## src/rtl/uart_tx_serializer_pkg.sv

```systemverilog
// Shared definitions for the UART transmit path: default frame width and
// the transmit state encoding, so the TX and future RX stages agree.
package uart_tx_serializer_pkg;

  // Default word width; must match the TX FIFO word width.
  localparam int DATA_WIDTH = 8;

  // Default clocks per serial bit.
  localparam int DEFAULT_CLKS_PER_BIT = 16;

  // Transmit state machine encoding.
  typedef enum logic [2:0] {
    IDLE   = 3'd0,
    START  = 3'd1,
    DATA   = 3'd2,
    PARITY = 3'd3,
    STOP   = 3'd4
  } txState_t;

endpackage

```

## src/rtl/uart_baud_tick.sv

```systemverilog
// Clocks-per-bit counter. It produces a one-cycle bit tick every CLKS_PER_BIT
// cycles. A synchronous clear restarts the bit period from zero so that a new
// frame always starts on a full bit. Kept generic so the RX stage can reuse it.
module uart_baud_tick #(
  parameter int CLKS_PER_BIT = 16
) (
  input  logic clock,
  input  logic reset,
  input  logic i_clear,
  output logic o_bitTick
);

  localparam int CNT_W = (CLKS_PER_BIT > 1) ? $clog2(CLKS_PER_BIT) : 1;
  localparam logic [CNT_W-1:0] LAST_COUNT = CNT_W'(CLKS_PER_BIT - 1);

  logic [CNT_W-1:0] r_count;

  assign o_bitTick = (r_count == LAST_COUNT);

  // Count cycles within a bit period, wrapping at the last cycle or on clear.
  always_ff @(posedge clock or negedge reset) begin
    if (!reset) begin
      r_count <= '0;
    end else if (i_clear || (r_count == LAST_COUNT)) begin
      r_count <= '0;
    end else begin
      r_count <= r_count + CNT_W'(1);
    end
  end

endmodule

```

## src/rtl/uart_tx_serializer.sv

```systemverilog
// UART transmit serializer. Pops one word from the TX FIFO when idle and
// enabled, then sends start bit, data LSB-first, optional parity and the stop
// bit(s). The tx line is registered so it is glitch-free on the pin.
module uart_tx_serializer #(
  parameter int DATA_WIDTH   = uart_tx_serializer_pkg::DATA_WIDTH,
  parameter int CLKS_PER_BIT = uart_tx_serializer_pkg::DEFAULT_CLKS_PER_BIT,
  parameter int PARITY_EN    = 0,
  parameter int PARITY_ODD   = 0,
  parameter int STOP_BITS    = 1
) (
  input  logic                  clock,
  input  logic                  reset,
  input  logic [DATA_WIDTH-1:0] fifo_data_in,
  input  logic                  fifo_empty,
  output logic                  fifo_read,
  input  logic                  tx_enable,
  output logic                  tx,
  output logic                  busy,
  output logic                  frame_done
);

  import uart_tx_serializer_pkg::*;

  localparam int BIT_CNT_W = $clog2(DATA_WIDTH + 1);
  localparam logic [BIT_CNT_W-1:0] LAST_DATA_BIT = BIT_CNT_W'(DATA_WIDTH - 1);
  localparam logic [BIT_CNT_W-1:0] LAST_STOP_BIT = BIT_CNT_W'(STOP_BITS - 1);
  localparam logic PARITY_ODD_BIT = (PARITY_ODD != 0);
  localparam bit   HAS_PARITY     = (PARITY_EN != 0);

  txState_t r_state;
  txState_t w_stateNext;

  logic [DATA_WIDTH-1:0] r_shiftReg;
  logic [DATA_WIDTH-1:0] w_shiftNext;
  logic [BIT_CNT_W-1:0]  r_bitCnt;
  logic [BIT_CNT_W-1:0]  w_bitCntNext;
  logic                  r_parity;
  logic                  w_parityNext;
  logic                  r_tx;
  logic                  w_txNext;
  logic                  r_frameDone;
  logic                  w_frameDoneNext;
  logic                  w_pop;
  logic                  w_bitTick;
  logic                  w_baudClear;

  // A pop is only allowed from IDLE and never while reset is held.
  assign w_pop       = reset & (r_state == IDLE) & tx_enable & ~fifo_empty;
  assign w_baudClear = (r_state == IDLE);

  assign fifo_read  = w_pop;
  assign tx         = r_tx;
  assign busy       = (r_state != IDLE);
  assign frame_done = r_frameDone;

  uart_baud_tick #(
    .CLKS_PER_BIT(CLKS_PER_BIT)
  ) u_baudTick (
    .clock     (clock),
    .reset     (reset),
    .i_clear   (w_baudClear),
    .o_bitTick (w_bitTick)
  );

  // State register.
  always_ff @(posedge clock or negedge reset) begin
    if (!reset) begin
      r_state <= IDLE;
    end else begin
      r_state <= w_stateNext;
    end
  end

  // Datapath registers: shift register, bit counter, parity, tx and done pulse.
  always_ff @(posedge clock or negedge reset) begin
    if (!reset) begin
      r_shiftReg  <= '0;
      r_bitCnt    <= '0;
      r_parity    <= 1'b0;
      r_tx        <= 1'b1;
      r_frameDone <= 1'b0;
    end else begin
      r_shiftReg  <= w_shiftNext;
      r_bitCnt    <= w_bitCntNext;
      r_parity    <= w_parityNext;
      r_tx        <= w_txNext;
      r_frameDone <= w_frameDoneNext;
    end
  end

  // Next-state and datapath logic; tx is derived from the next state so the
  // registered line changes on the same edge as the state it belongs to.
  always_comb begin
    w_stateNext     = r_state;
    w_shiftNext     = r_shiftReg;
    w_bitCntNext    = r_bitCnt;
    w_parityNext    = r_parity;
    w_frameDoneNext = 1'b0;
    w_txNext        = 1'b1;

    case (r_state)
      IDLE: begin
        if (w_pop) begin
          w_stateNext  = START;
          w_shiftNext  = fifo_data_in;
          w_parityNext = (^fifo_data_in) ^ PARITY_ODD_BIT;
          w_bitCntNext = '0;
        end
      end
      START: begin
        if (w_bitTick) begin
          w_stateNext = DATA;
        end
      end
      DATA: begin
        if (w_bitTick) begin
          w_shiftNext = r_shiftReg >> 1;
          if (r_bitCnt == LAST_DATA_BIT) begin
            w_bitCntNext = '0;
            if (HAS_PARITY) begin
              w_stateNext = PARITY;
            end else begin
              w_stateNext = STOP;
            end
          end else begin
            w_bitCntNext = r_bitCnt + BIT_CNT_W'(1);
          end
        end
      end
      PARITY: begin
        if (w_bitTick) begin
          w_stateNext = STOP;
        end
      end
      STOP: begin
        if (w_bitTick) begin
          if (r_bitCnt == LAST_STOP_BIT) begin
            w_stateNext     = IDLE;
            w_bitCntNext    = '0;
            w_frameDoneNext = 1'b1;
          end else begin
            w_bitCntNext = r_bitCnt + BIT_CNT_W'(1);
          end
        end
      end
      default: begin
        w_stateNext = IDLE;
      end
    endcase

    case (w_stateNext)
      START:   w_txNext = 1'b0;
      DATA:    w_txNext = w_shiftNext[0];
      PARITY:  w_txNext = w_parityNext;
      default: w_txNext = 1'b1;
    endcase
  end

endmodule
```

## config.mk

```make
export PLATFORM = sky130hd
export DESIGN_NAME = uart_tx_serializer
export DESIGN_NICKNAME = d
export VERILOG_FILES = /design/src/rtl/uart_tx_serializer_pkg.sv /design/src/rtl/uart_baud_tick.sv /design/src/rtl/uart_tx_serializer.sv
export SDC_FILE = /design/constraint.sdc
export NUM_CORES = 1
export LEC_CHECK = 0
export ABC_AREA = 1
export BUFFER_PORTS_ARGS = -buffer_cell sky130_fd_sc_hd__buf_4
export CORE_MARGIN = 3
export CORE_UTILIZATION = 57
export CTS_CLUSTER_DIAMETER = 150
export DETAILED_ROUTE_END_ITERATION = 16
export GPL_ROUTABILITY_DRIVEN = 1
export MAX_ROUTING_LAYER = met4
export PLACE_DENSITY_LB_ADDON = 0.3
export SYNTH_ARGS = -nofsm -noshare
export SYNTH_HDL_FRONTEND = slang
export SYNTH_HIERARCHICAL = 1
export SYNTH_SLANG_ARGS = --single-unit
```

## constraint.sdc

```tcl
create_clock -name clock -period 2.1 [get_ports clock]
set_clock_uncertainty 0.05 [all_clocks]
set_input_delay 0.42 -clock clock [delete_from_list [all_inputs] [get_ports clock]]
set_output_delay 0.42 -clock clock [all_outputs]
set_load 0.05 [all_outputs]
```

Word-level counts from Yosys, hierarchy flattened
Index checks and enable logic that the tools add are counted.
Widths: inputs -> output; s select.
{"block": "classes", "add_sub_neg": 2, "multipliers": 0, "div_mod_pow": 0, "magnitude_cmp": 0, "n_eq_ne": 12, "shifts": 0, "mux": 24, "bitwise": 4, "reduce_logical": 9}
{"cell": "$mux 4", "count": 6}
{"cell": "$mux 3", "count": 7}
{"cell": "$mux 8", "count": 2}
{"cell": "$pmux 8 s2", "count": 1}
{"cell": "$pmux 3 s5", "count": 1}
{"cell": "$eq 3x2->1 const B", "count": 4}
{"cell": "$pmux 4 s3", "count": 1}
{"cell": "$add 4x1->4 const B", "count": 2}
{"cell": "$reduce_xor 8->1", "count": 1}
{"cell": "$eq 3x1->1 const B", "count": 2}
{"cell": "$reduce_bool 3->1", "count": 2}
{"cell": "$mux 1", "count": 5}
{"cell": "$eq 4x3->1 const B", "count": 1}
{"cell": "$eq 4x4->1 const B", "count": 1}
{"cell": "$logic_not 4->1", "count": 1}
{"cell": "$ne 2x1->1 const B", "count": 2}
{"cell": "$reduce_and 4->1", "count": 1}
{"cell": "$and 1x1->1", "count": 3}
{"cell": "$eq 3x3->1 const B", "count": 1}
{"cell": "$logic_not 3->1", "count": 1}
{"cell": "$pmux 1 s3", "count": 1}
{"cell": "$reduce_and 3->1", "count": 1}
{"cell": "$ne 2x2->1 const B", "count": 1}
{"cell": "$reduce_bool 2->1", "count": 1}
{"cell": "2 further kinds", "count": 2}
{"block": "totals", "register_bits": 22, "latchBits": 0, "ramBits": 0, "romBits": 0, "inputBits": 12, "wordCells": 59, "n_memories": 0}

Logic depth before layout (Yosys ltp)
{"block": "logic_depth", "word_depth": 8, "mapped_depth": 12, "ltp_nobuf": 11}

By module
The synthesis kept the hierarchy.
{"module": "uart_tx_serializer", "n_inst": 1, "cells_per_inst": 169, "area_each_um2": 1218.7, "seq_area_each_um2": 451.7}
{"module": "uart_baud_tick", "n_inst": 1, "cells_per_inst": 19, "area_each_um2": 192.7, "seq_area_each_um2": 100.1}

Worst setup path after synthesis
No wires, ideal clock.
{"block": "synth_timing", "path_kind": "register to register", "start": "register u_baudTick.r_count[0]", "end": "register r_tx, in the netlist tx", "arrival_ns": 1.620, "t_required_ns": 1.990, "setup_slack_ns": 0.370, "path_stages_with_launch": 13, "path_buffers": 1, "synth_period_minus_slack_ns": 1.730, "cell_sequence": "dfrtp_1 > ha_1 > nand2_2 > nor2_1 > nand2_1 > inv_1 > nand2_2 > buf_6 > nor2_4 > a21oi_2 > nand3_1 > nand2_1 > nand2_1"}
{"block": "synth_via", "elab_chain_len": 5, "word_cells_on_any_way": 12, "cone_classes": "4 x eq/ne; 8 x mux"}
{"element": "start, declared", "line_no": "uart_baud_tick.sv:16", "source": "logic [CNT_W-1:0] r_count;"}
{"element": "start signal, assigned", "line_no": "uart_baud_tick.sv:27", "source": "r_count <= r_count + CNT_W'(1);"}
{"element": "$eq 4x4->1 (*)", "line_no": "uart_baud_tick.sv:18", "source": "assign o_bitTick = (r_count == LAST_COUNT);"}
{"element": "named net w_bitTick", "line_no": "uart_tx_serializer.sv:44", "source": "logic w_bitTick;"}
{"element": "$mux 3, on equally long branches"}
{"element": "$pmux 3 s5", "line_no": "uart_tx_serializer.sv:101", "source": "case (r_state)"}
{"element": "$eq 3x2->1 or $eq 3x1->1 (tied branches)", "line_no": "uart_tx_serializer.sv:151", "source": "case (w_stateNext)"}
{"element": "$pmux 1 s3 (*)", "line_no": "uart_tx_serializer.sv:151"}
{"element": "named net w_txNext", "line_no": "uart_tx_serializer.sv:40", "source": "logic w_txNext;"}
{"element": "end signal, assigned", "line_no": "uart_tx_serializer.sv:86", "source": "r_tx <= w_txNext;"}
{"element": "end, declared", "line_no": "uart_tx_serializer.sv:39", "source": "logic r_tx;"}
The timed path passes the listed nets; every way through them passes the cells marked *. The select of a mux whose other input is x is not followed.
A chain may end at the register's enable or synchronous reset.

Final worst setup path
{"block": "layout_timing", "start": "register r_state[1]", "end": "output port fifo_read"}
{"block": "layout_via", "elab_chain_len": 4}
{"element": "start, declared", "line_no": "uart_tx_serializer.sv:30", "source": "txState_t r_state;"}
{"element": "start signal, assigned", "line_no": "uart_tx_serializer.sv:70", "source": "r_state <= w_stateNext;"}
{"element": "$logic_not 3->1", "line_no": "uart_tx_serializer.sv:48", "source": "assign w_pop = reset & (r_state == IDLE) & tx_enable & ~fifo_empty;"}
{"element": "$and 1x1->1 (3 in series)", "line_no": "uart_tx_serializer.sv:48"}
{"element": "end, declared", "line_no": "uart_tx_serializer.sv:15", "source": "output logic fifo_read,"}
Every way passes these cells.

==> metrics.txt <==
Iter 0 DRT Violations=49; Row Count=17; DR WL met3=71 um; Port Buf Inserts=15; final-report max-slew violation count=0; Critical Path RT=1.63 ns; Max Cap Viol=0; final wirelength=2744 um; fillers=190; final setup vio count=0; DRT Pass-1 Iters=4; layout cells sized above 1=19.61%; Metal-1 WL=around 1200 um; Power Dens Cells=1093 nW/um^2; top cells by count, synth=nand2_1 (55), inv_1 (27), dfrtp_1 (21); Hold/Removal Path Class=in2async; Ports=16; Core Box Area=2276 um^2; RSZ-0062 raised after global routing=no; GR Overflow Total=0; Die X-Extent=55.76 um; Syn Inst Count=188; Hold Buf Count CTS=0; top layer in use=met4; die area=approximately 3100 um^2; Net count, final=220; most common cell in the netlist=nand2_1; CTS Sinks=22; Yosys reg bits=22; crit start category=register; Max VDD drop=about 0.00074 V; Syn Nets=203; Avg Synthesized Cell Area=7.507 um^2; run status=finished, final reports clean; dominant cell type by area after synthesis=dfrtp_1; sw power=around 730 uW; antenna violations before repair=0; critical path capture point type=output port; Antenna Nets Post-Route=0; diodes inserted=0; Crit-path slowest cell=dfrtp_1; Via density=5.297; CTS tree=done; setup TNS=0 ns; Synth cell types=34; async set-reset flop share out of synthesis=100.0%; DR WL met2=approximately 1400 um; ys flop type=dfrtp_1; share of total power in the clock network=13.7%; crit-path most repeated cell=nor2_4; synthesized area=1411 um^2; Worst Max-Slew Pin Slew=0.3130 ns; Vias=~1200; Int Power=994.4 uW; H-tree Lvls=1; Initial Util=62.01%; clock latency on the worst-skew pair=0.31 ns; All-Layer GR Usage=19.82%; leakage=0.8422 nW; worst setup path class=reg2out; final period utilization=between 90% and 100%; Avg WL per Cell=11.83 um; Max stage delay on crit path=0.46 ns; CTS clk-pin slew, worst paths=0.13 ns; Final GP Congestion=0.9496; CP arrival=around 1.5 ns; Worst Path Max Fanout=7; synth top area cells=dfrtp_1 (37%), nand2_1 (15%), inv_1 (7.2%); synthesis-to-layout area growth=11.88%; TritonCTS Buffers=3; largest net degree at the start of global routing=23; total of warnings raised by yosys=6; CTS Buffer Depth=2; Reg2Reg Setup Slack=0.17 ns; number of setup buffers added after CTS=0; final core occ=a little over two thirds; sequential share of power=~43%; die span in y=approximately 56 um; EDFF count, synth=0; root buf cell=clkbuf_4; CP Cell Sequence=nor2_4 -> nand2_4 -> nor2_4 -> buf_4; vias in the first global route=1186; Comb power frac=a little over two fifths; Sw Ratio=42.39%; post-synthesis sequential area ratio=39.10%; endpoints failing hold=0; post-route minimum period=roughly 2 ns; DRC violations left=0; Post-DP HPWL=between 2000 and 2500 um; Synth top area share=between 30% and 40%; global-route wire length before repair=4871 um; Slew Limit Headroom=78.94%; Fmax=approximately 500 MHz
cells in the final DEF (no fill, tap or decap), types with 2 or more instances in the layout:
master	Yosys	layout
a22oi_1	2	2
buf_4	0	16
clkbuf_4	0	3
dfrtp_1	21	21
ha_1	3	3
inv_1	27	27
inv_2	3	3
nand2_1	55	55
nand2_2	3	3
nand2_4	2	2
nand3_1	14	14
nor2_1	17	16
nor2_2	1	2
nor2_4	3	3
o211ai_1	5	5
o21ai_0	6	6
o21ai_1	2	2
xnor2_1	3	3
xor2_1	3	3
flip-flops by register name, indices dropped and copies added (netlist names):
register / cells
r_bitCnt: 4
r_parity: 1
r_shiftReg: 8
tx: 1
r_state: 3
frame_done: 1
u_baudTick/r_count: 4
through the flow:
| step | setup slack (ns) | instance area [um^2] | hold slack (ns) | power [mW] | cells |
|---|---|---|---|---|---|
| global route | 0.03272 | 1579 | 0.03420 | 1.885 | 232 |
| CTS | 0.03582 | 1577 | 0.02706 | 1.728 | 232 |
| global placement | 0.1756 | 1540 | 0.3733 | 1.446 | 228 |
| detailed placement | 0.04734 | 1540 | 0.3763 | 1.495 | 228 |
| finish | 0.1046 | 1579 | 0.02042 | 1.726 | 232 |
| floorplan | 0.3697 | 1411 | 0.07441 | 1.306 | 188 |
logic make-up (layout without fill, tap and decap cells):
| group | after synthesis | count (layout) | share of synthesized area, % |
|---|---|---|---|
| flip-flops | 22 | 22 | 39.10 |
| XOR/XNOR | 6 | 6 | 3.724 |
| buffers and inverters | 35 | 51 | 10.28 |
| AND/OR/NAND/NOR | 102 | 102 | 33.25 |
| AO/OA/AOI/OAI | 20 | 20 | 10.99 |
| adder cells (fa/ha/maj) | 3 | 3 | 2.660 |
per-layer routing:
layer  vias up  GRT usage (%)
met2        22          34.12
met4         0          7.639
met1       578          23.61
met3         6          2.320
li1        623              -
met5         -              -
power by group through the flow:
| stage | clock network [mW] | logic [mW] | registers [mW] |
|---|---|---|---|
| finish | 0.237 | 0.743 | 0.746 |
| detailed placement | 0 | 0.742 | 0.753 |
| CTS | 0.241 | 0.744 | 0.743 |
| global placement | 0 | 0.710 | 0.736 |
| global route | 0.260 | 0.854 | 0.771 |
| floorplan | 0 | 0.552 | 0.754 |
worst paths after layout:
check	depth (start not counted)	endpoint	from
worst max-delay path	4	fifo_read	r_state[1]$_DFF_PN0_
worst min-delay path	2	u_baudTick/r_count[2]$_DFF_PN0_	reset
worst max register to register	10	r_bitCnt[3]$_DFFE_PN0P_	u_baudTick/r_count[0]$_DFF_PN0_
worst min register to register	1	u_baudTick/r_count[0]$_DFF_PN0_	u_baudTick/r_count[0]$_DFF_PN0_
max in group asynchronous	2	tx$_DFF_PN1_	reset
min in group clock	3	r_shiftReg[0]$_DFF_PN0_	fifo_data_in[0]
area by class of cell:
cell class              count  area [um^2]  area share, %
well taps                  28        35.03          2.219
repair buffers             16        120.1          7.607
inverters                  31        118.9          7.528
clock buffers               4        36.28          2.298
multi-input cells         131        716.9          45.40
flip-flops and latches     22        551.8          34.94
critical path, delay by kind of cell, from the launching register on:
family                 cells  cell delay [ns]
and+or+nand+nor            3             0.52
buffers and inverters      1             0.24
DFF                        1             0.46
what timing repair did:
| item | 4_1_cts | 5_1_grt |
|---|---|---|
| setup endpoints to repair | 0 | 6 |
| endpoints found under the hold margin | 0 | 0 |
| resized for setup | 0 | 1 |
No activity file was read; power rests on OpenSTA's default activity.
